$ cat config.mk
export PLATFORM = sky130hd
export DESIGN_NAME = vc_rr_arbiter
export DESIGN_NICKNAME = d
export VERILOG_FILES = /design/src/rtl/vc_rr_arbiter.sv
export SDC_FILE = /design/constraint.sdc
export NUM_CORES = 1
export LEC_CHECK = 0
export CAP_MARGIN = 20
export CORE_MARGIN = 2
export CORE_UTILIZATION = 38
export DETAILED_ROUTE_END_ITERATION = 8
export PLACE_DENSITY = 0.91
export SLEW_MARGIN = 20
export SYNTH_ARGS = -nofsm -noshare
export SYNTH_HDL_FRONTEND = slang
export SYNTH_SLANG_ARGS = --single-unit
$ cat constraint.sdc
create_clock -name clk -period 3.2 [get_ports clk]
set_input_delay 0.8 -clock clk [delete_from_list [all_inputs] [get_ports clk]]
set_output_delay 0.8 -clock clk [all_outputs]
set_load 0.02 [all_outputs]
$ cat src/rtl/vc_rr_arbiter.sv
// Round-robin drain of four source FIFOs into the d0/d1 destination FIFOs, steered by word MSB.
// Optional push counters cnt_d0/cnt_d1 are built when VC_RR_ARBITER_STATS_EN is defined.
module vc_rr_arbiter #(
  parameter int DATA_SIZE = 6,
  parameter int NUM_REQ   = 4
) (
  input  logic                         clk,
  input  logic                         reset_L,
  input  logic [NUM_REQ-1:0]           fifo_empty,
  input  logic [NUM_REQ-1:0]           fifo_error,
  input  logic [NUM_REQ*DATA_SIZE-1:0] data_in,
  input  logic                         pause_d0,
  input  logic                         pause_d1,
  output logic [NUM_REQ-1:0]           pop,
  output logic                         push_d0,
  output logic                         push_d1,
  output logic [DATA_SIZE-1:0]         data_out,
  output logic [1:0]                   arb_state,
  output logic                         error_sticky
`ifdef VC_RR_ARBITER_STATS_EN
  ,
  output logic [7:0]                   cnt_d0,
  output logic [7:0]                   cnt_d1
`endif
);

  // state  | meaning
  // IDLE   | all sources empty, nothing to pop
  // ACTIVE | at least one source non-empty, pops allowed when unpaused
  // PAUSE  | a destination is almost full, pops blocked
  localparam logic [1:0] IDLE   = 2'b00;
  localparam logic [1:0] ACTIVE = 2'b01;
  localparam logic [1:0] PAUSE  = 2'b10;

  logic [1:0]           state_q, state_d;
  logic [1:0]           rr_ptr;
  logic [1:0]           gnt_idx;
  logic                 gnt_found;
  logic                 gnt_valid;
  logic                 pause_any;
  logic                 push_valid_q;
  logic [1:0]           push_idx_q;
  logic [DATA_SIZE-1:0] data_hold_q;
  logic [DATA_SIZE-1:0] sel_word;

  assign pause_any = pause_d0 | pause_d1;
  assign arb_state = state_q;

  always_ff @(posedge clk) begin
    if (!reset_L) state_q <= IDLE;
    else          state_q <= state_d;
  end

  always_comb begin
    state_d = IDLE;
    if (state_q == 2'b11)     state_d = IDLE;
    else if (pause_any)       state_d = PAUSE;
    else if (|(~fifo_empty))  state_d = ACTIVE;
    else                      state_d = IDLE;
  end

  // First non-empty source at or after rr_ptr; the 2-bit index wraps modulo 4.
  always_comb begin
    gnt_idx   = rr_ptr;
    gnt_found = 1'b0;
    for (int k = 0; k < NUM_REQ; k++) begin
      if (!gnt_found && !fifo_empty[2'(rr_ptr + 2'(k))]) begin
        gnt_idx   = 2'(rr_ptr + 2'(k));
        gnt_found = 1'b1;
      end
    end
  end

  always_comb begin
    gnt_valid = (state_q == ACTIVE) && !pause_any && gnt_found;
    pop       = '0;
    if (gnt_valid) pop[gnt_idx] = 1'b1;
  end

  // Source data appears the cycle after its pop, so route it with the registered grant.
  assign sel_word = data_in[int'(push_idx_q)*DATA_SIZE +: DATA_SIZE];
  assign push_d0  = push_valid_q & ~sel_word[DATA_SIZE-1];
  assign push_d1  = push_valid_q &  sel_word[DATA_SIZE-1];
  assign data_out = push_valid_q ? sel_word : data_hold_q;

  always_ff @(posedge clk) begin
    if (!reset_L) begin
      rr_ptr       <= 2'd0;
      push_valid_q <= 1'b0;
      push_idx_q   <= 2'd0;
      data_hold_q  <= '0;
      error_sticky <= 1'b0;
    end else begin
      if (gnt_valid) rr_ptr <= 2'(gnt_idx + 2'd1);
      push_valid_q <= gnt_valid;
      push_idx_q   <= gnt_idx;
      if (push_valid_q) data_hold_q <= sel_word;
      error_sticky <= error_sticky | (|fifo_error);
    end
  end

`ifdef VC_RR_ARBITER_STATS_EN
  always_ff @(posedge clk) begin
    if (!reset_L) begin
      cnt_d0 <= 8'd0;
      cnt_d1 <= 8'd0;
    end else begin
      if (push_d0 && cnt_d0 != 8'hFF) cnt_d0 <= cnt_d0 + 8'd1;
      if (push_d1 && cnt_d1 != 8'hFF) cnt_d1 <= cnt_d1 + 8'd1;
    end
  end
`endif

endmodule

==> flow_summary_export.csv, run 1 <==
group,metric,value,unit
run_status,status,"complete, no violations",
clock_tree,clock_tree.buffer_depth,2,
synth,yosys-top-cells-count,"dfxtp_1 (14), and2_1 (8), nor2_1 (8)",
detailed_routing,avgRoutedWirePerCell,15.0,µm
timing,min_period_over_period,98.4,%
grt,grtUsageTotal,21.1,%
power_and_ir_drop,p_leak,0.608,nW
placed_design,io_buffer_count,50,
hold_path,min_path_type,"reg2reg",
timing,min_period,3.15,ns
setup_path,cp-start-kind,"primary input",
timing,fmax,0.318,GHz
timing,hold_violations,0,
synth,yosysMostFrequentCell,"dfxtp_1",
synth,syn-cell-area,786,µm²
job,maxCapViolCount,0,
synth,synthesis.nets,111,
synth,synthArstFlopShare,0,%
grt,grt_overflow,0,
clock_tree,clkSinkCount,14,
grt,grt_max_degree,14,
synth,yosysTopAreaCell,"dfxtp_1",
power_and_ir_drop,worst_ir_drop_vdd,214,µV
clock_tree,cts_tree,"done",
synth,yosysUniqueCellTypes,29,
power_and_ir_drop,p_per_area,289,nW/µm²
clock_tree,cts_root_buf,"clkbuf_4",
grt,antenna_found_initial,0,
clock_tree,clk_pin_slew,0.08,ns
floorplanning,rows,16,
clock_tree,htreeDepth,1,
timing,max-slew-margin-rel,76.1,%
cells_and_area,diodes,0,
timing,finalClockSkew,0.00237,ns
floorplanning,pin_count,51,
grt,grt_util_met2,41.4,%
synth,syn_area_per_cell,10.5,µm²
synth,ys_ff_latch,14,
timing,tightest_slew,0.359,ns
grt,first_global_vias,886,
grt,busiest_layer,"met2",
floorplanning,core_area,1960,µm²
detailed_routing,drt_iter0_drc,5,
setup_path,crit_required,2.40,ns
detailed_routing,drc,0,
synth,syn_inst,75,
placed_design,dp_hpwl,2100,µm
detailed_routing,via_per_inst,4.93,
cells_and_area,drive_above_1_share,27.0,%
setup_path,critical_path.endpoint_type,"output pin",
placed_design,dp.cells,159,
detailed_routing,drt-pass1-iter-count,4,
cells_and_area,nets,174,
clock_tree,cts_buffers,3,
detailed_routing,vias,808,
synth,synth.top_cell.area_share,35.7,%
synth,yosys_warnings,0,
grt,grt_util_met1,20.0,%
setup_path,path_class,"in2out",
floorplanning,die_h,49.5,µm
timing,setup_viol,0,
synth,yosysSeqAreaShare,35.7,%
setup_path,worstPathArrival,2.35,ns
synth,dominantRegCellSynth,"dfxtp_1",
clock_tree,clock_latency,0.27,ns
floorplanning,initial_core_util,40.1,%
synth,synthTopCellsByArea,"dfxtp_1 (36%), mux4_2 (17%), mux2_2 (7.2%)",
grt,grt_pass1_wl,3970,µm
cells_and_area,synthToLayoutAreaGrowth,78.7,%
cells_and_area,fin_util,71.6,%
detailed_routing,antenna_left,0,
synth,synth_edf_count,0,
floorplanning,die_w,49.5,µm
timing,final_max_slew_viol_count,0,
floorplanning,dieArea,2450,µm²
cells_and_area,fin_cells,164,
detailed_routing,wl,2470,µm
placed_design,gp_congestion,0.718,
grt,met3_usage,8.48,%
setup_path,cp_max_fo,3,
[worst max-delay path: stages]
cell             delay, ns
clkdlybuf4s50_1       0.52
inv_2                 0.05
a211o_1               0.30
a32oi_2               0.19
buf_4                 0.14
nand2_1               0.05
nor2_1                0.11
buf_2                 0.18
[repair_timing]
action,CTS,global route
setup buffers,0,1
endpoints found under the setup margin,12,4
pin swaps,1,1
hold buffers,0,0
gates resized for setup,17,6
[worst paths after layout]
path                      start  depth (start not counted)        endpoint  slack (ns)
setup reg to reg  push_idx_q[0]                          4  data_hold_q[5]        1.41
hold / removal     error_sticky                          2    error_sticky        0.56
setup / recovery  fifo_empty[2]                          8          pop[3]        0.05
hold reg to reg    error_sticky                          2    error_sticky        0.56
[cells in the final DEF (no fill, tap or decap), types with 2 or more instances in the layout]
| cell type | count |
|---|---|
| inv_1 | 2 |
| mux2_2 | 5 |
| clkbuf_2 | 2 |
| nand2_1 | 5 |
| a21oi_1 | 2 |
| nor2_1 | 8 |
| o21ai_0 | 4 |
| clkdlybuf4s50_1 | 37 |
| clkbuf_4 | 3 |
| and2_1 | 8 |
| dfxtp_1 | 14 |
| dlygate4sd2_1 | 8 |
| mux4_2 | 6 |
| buf_4 | 11 |
[area by class of cell]
cell class	instances	area [µm²]
clock buffer	4	36.3
tap	27	33.8
inverter	3	11.3
timing repair buffer	61	561
fill	168	558
multi-input combinational	55	482
sequential	14	280
[state kept, by name (all words and copies together) (netlist names)]
name	cells
push_idx_q	2
error_sticky	1
push_valid_q	1
data_hold_q	6
rr_ptr	2
arb_state	2
[metal layers]
metal / vias up / wire, µm
met5: - / 0
met4: 0 / 21
met3: 2 / 257
met2: 40 / 1340
met1: 371 / 849
li1: 395 / -
[power by group]
| part | leakage (nW) | switching, mW | total (mW) | internal [mW] |
|---|---|---|---|---|
| Sequential | 0.114 | 0.00609 | 0.184 | 0.178 |
| Combinational | 0.473 | 0.0306 | 0.101 | 0.0700 |
| Clock | 0.0210 | 0.0521 | 0.121 | 0.0691 |
[cells by family (layout without fill, tap and decap cells)]
family / count (synthesis) / count (layout) / synth area share, %
xor+xnor: 1 / 1 / 1.11
flops: 14 / 14 / 35.7
compound gates: 12 / 12 / 10.7
buf+inv: 6 / 68 / 4.78
mux: 12 / 12 / 26.3
simple gates: 30 / 30 / 21.5
[stage by stage]
stage	hold WS [ns]	worst slack, ns	total power [mW]	area (µm²)	setup TNS (ns)
2_1_floorplan	0.556	0.665	0.221	786	0
3_3_place_gp	0.518	-0.222	0.282	1370	-1.41
3_5_place_dp	0.529	-0.315	0.287	1370	-2.00
4_1_cts	0.555	0.00345	0.411	1400	0
5_1_grt	0.604	-0.0150	0.427	1400	-0.0339
6_report	0.555	0.0514	0.406	1400	0
No activity file was read; power rests on OpenSTA's default activity.
==> inputs of run 2 (changes only) <==
Settings changed: CORE_UTILIZATION 38 to 30, PLACE_DENSITY 0.91 to 0.76.
==> flow_summary_export.csv, run 2 (same netlist as run 1, synthesis figures left out) <==
group,metric,value,unit
placed_design,dp_hpwl,1810,µm
power_and_ir_drop,p_per_area,291,nW/µm²
placed_design,pre_cts_ws,-0.275,ns
setup_path,cp-startpoint,"fifo_empty[2]",
power_and_ir_drop,p_sw,88.2,µW
timing,final_max_slew_viol_count,0,
detailed_routing,drt_iter0_drc,0,
grt,first_global_vias,729,
setup_path,worst-r2r-setup-slack,1.40,ns
setup_path,r2r_end,"data_hold_q[5]",
clock_tree,htreeDepth,1,
clock_tree,clock_tree.buffer_depth,2,
setup_path,worstPathArrival,2.35,ns
hold_path,min_path_type,"reg2reg",
power_and_ir_drop,seq_power_share,45.6,%
clock_tree,clk_pin_slew,0.08,ns
timing,setup_viol,0,
setup_path,r2r-start,"push_idx_q[0]",
floorplanning,pin_count,51,
timing,min_period_over_period,98.3,%
run_status,status,"complete, no violations",
cells_and_area,most-common-layout-cells,"clkdlybuf4s50_1 (38), dfxtp_1 (14), buf_4 (9)",
power_and_ir_drop,p_leak,0.585,nW
clock_tree,clkSinkCount,14,
setup_path,crit_end,"pop[0]",
power_and_ir_drop,worst_ir_drop_vdd,194,µV
grt,grt_max_degree,14,
setup_path,critical_path.endpoint_type,"output pin",
detailed_routing,via_per_inst,4.78,
floorplanning,core_area,2480,µm²
cells_and_area,largest-register,"data_hold_q",
power_and_ir_drop,swShare,21.8,%
timing,min_period,3.15,ns
detailed_routing,vias,789,
setup_path,cp_max_fo,3,
power_and_ir_drop,p_comb_share,23.8,%
detailed_routing,antenna_left,0,
floorplanning,die_w,55.2,µm
power_and_ir_drop,intPower,316,µW
placed_design,gp_congestion,0.757,
clock_tree,cts_tree,"done",
cells_and_area,largest_reg_flops,6,
timing,tightest_slew,0.400,ns
grt,grtUsageTotal,14.3,%
power_and_ir_drop,total_power,404,µW
clock_tree,clock_latency,0.28,ns
grt,grt_pass1_wl,2950,µm
detailed_routing,wl,2130,µm
grt,grt_overflow,0,
setup_path,worst-r2r-cell-count,4,
clock_tree,cts_root_buf,"clkbuf_4",
cells_and_area,final_common_cell,"clkdlybuf4s50_1",
floorplanning,dieArea,3040,µm²
detailed_routing,drc,0,
timing,max-slew-margin-rel,73.3,%
timing,hold_violations,0,
floorplanning,die_h,55.2,µm
floorplanning,initial_core_util,31.7,%
cells_and_area,diodes,0,
clock_tree,cts_buffers,3,
grt,antenna_found_initial,0,
detailed_routing,drt-pass1-iter-count,1,
timing,finalClockSkew,0.00463,ns
floorplanning,rows,18,
cells_and_area,nets,172,
timing,fmax,0.318,GHz
cells_and_area,fin_util,56.0,%
setup_path,crit_required,2.40,ns
clock_tree,ctsHoldBuffers,0,
cells_and_area,drive_above_1_share,26.7,%
timing,setup_ws,0.0532,ns
setup_path,path_class,"in2out",
placed_design,io_buffer_count,50,
cells_and_area,synthToLayoutAreaGrowth,76.6,%
setup_path,cp-start-kind,"primary input",
detailed_routing,avgRoutedWirePerCell,12.9,µm
job,maxCapViolCount,0,
power_and_ir_drop,pwr-share-clk,30.5,%
## run 2: cell count changes in the layout (fill, tap and decap cells not counted), sizes merged
cell	before	now
buf	12	9
clkbuf	6	7
clkdlybuf4s50	37	38
dlymetal6s2s	1	0
## run 2: what timing repair did
item                       4_1_cts  5_1_grt
cloned                           0        0
pin swaps                        0        1
gates resized for setup         12        9
setup endpoints to repair       12        4
buffers inserted                 0        1
## run 2: cell type report
type,instances,area [µm²]
Sequential cell,14,280
Multi-Input combinational cell,55,479
Inverter,3,11.3
Clock buffer,4,36.3
Fill cell,241,1090
Tap cell,30,37.5
Timing Repair Buffer,59,543
## run 2: stage by stage
stage | std cells | hold WS (ns) | cell area (µm²) | setup TNS [ns]
finish | 165 | 0.558 | 1390 | 0
global route | 165 | 0.587 | 1390 | -0.00910
CTS | 164 | 0.563 | 1380 | 0
detailed placement | 160 | 0.538 | 1360 | -1.85
global placement | 160 | 0.517 | 1360 | -1.53
floorplan | 75 | 0.556 | 786 | 0
## run 2: metal layers
metal	up-vias	track usage (%)	share of wire, %
met5	-	0	0
met4	0	7.32	1.4
met1	353	12.2	34
met3	4	6.18	14
li1	392	-	-
met2	40	27.6	51
## run 2: how the worst min path moves through the flow
stage | from | end | slack (ns) | depth (start not counted)
3_5_place_dp | arb_state[0] | arb_state[1] | 0.54 | 3
3_3_place_gp | error_sticky | error_sticky | 0.52 | 2
2_1_floorplan | rr_ptr[0] | rr_ptr[0] | 0.56 | 2
4_1_cts | arb_state[0] | arb_state[1] | 0.56 | 3
5_1_grt | arb_state[0] | arb_state[1] | 0.59 | 3
6_report | arb_state[0] | arb_state[1] | 0.56 | 3
## run 2: worst max-delay path, cell delays in order
cell and delay, ns:
clkdlybuf4s50_1 0.51, inv_2 0.05, a211o_1 0.29, a32oi_2 0.20
nand2b_4 0.17, nor2_1 0.04, clkdlybuf4s15_1 0.29
## run 2: power groups by stage
stage	Sequential [mW]	Clock [mW]	Combinational, mW
final	0.184	0.123	0.0963
after global routing	0.185	0.139	0.103
after CTS	0.185	0.130	0.0951
after detailed placement	0.189	0	0.0953
after global placement	0.188	0	0.0926
after floorplan	0.188	0	0.0333
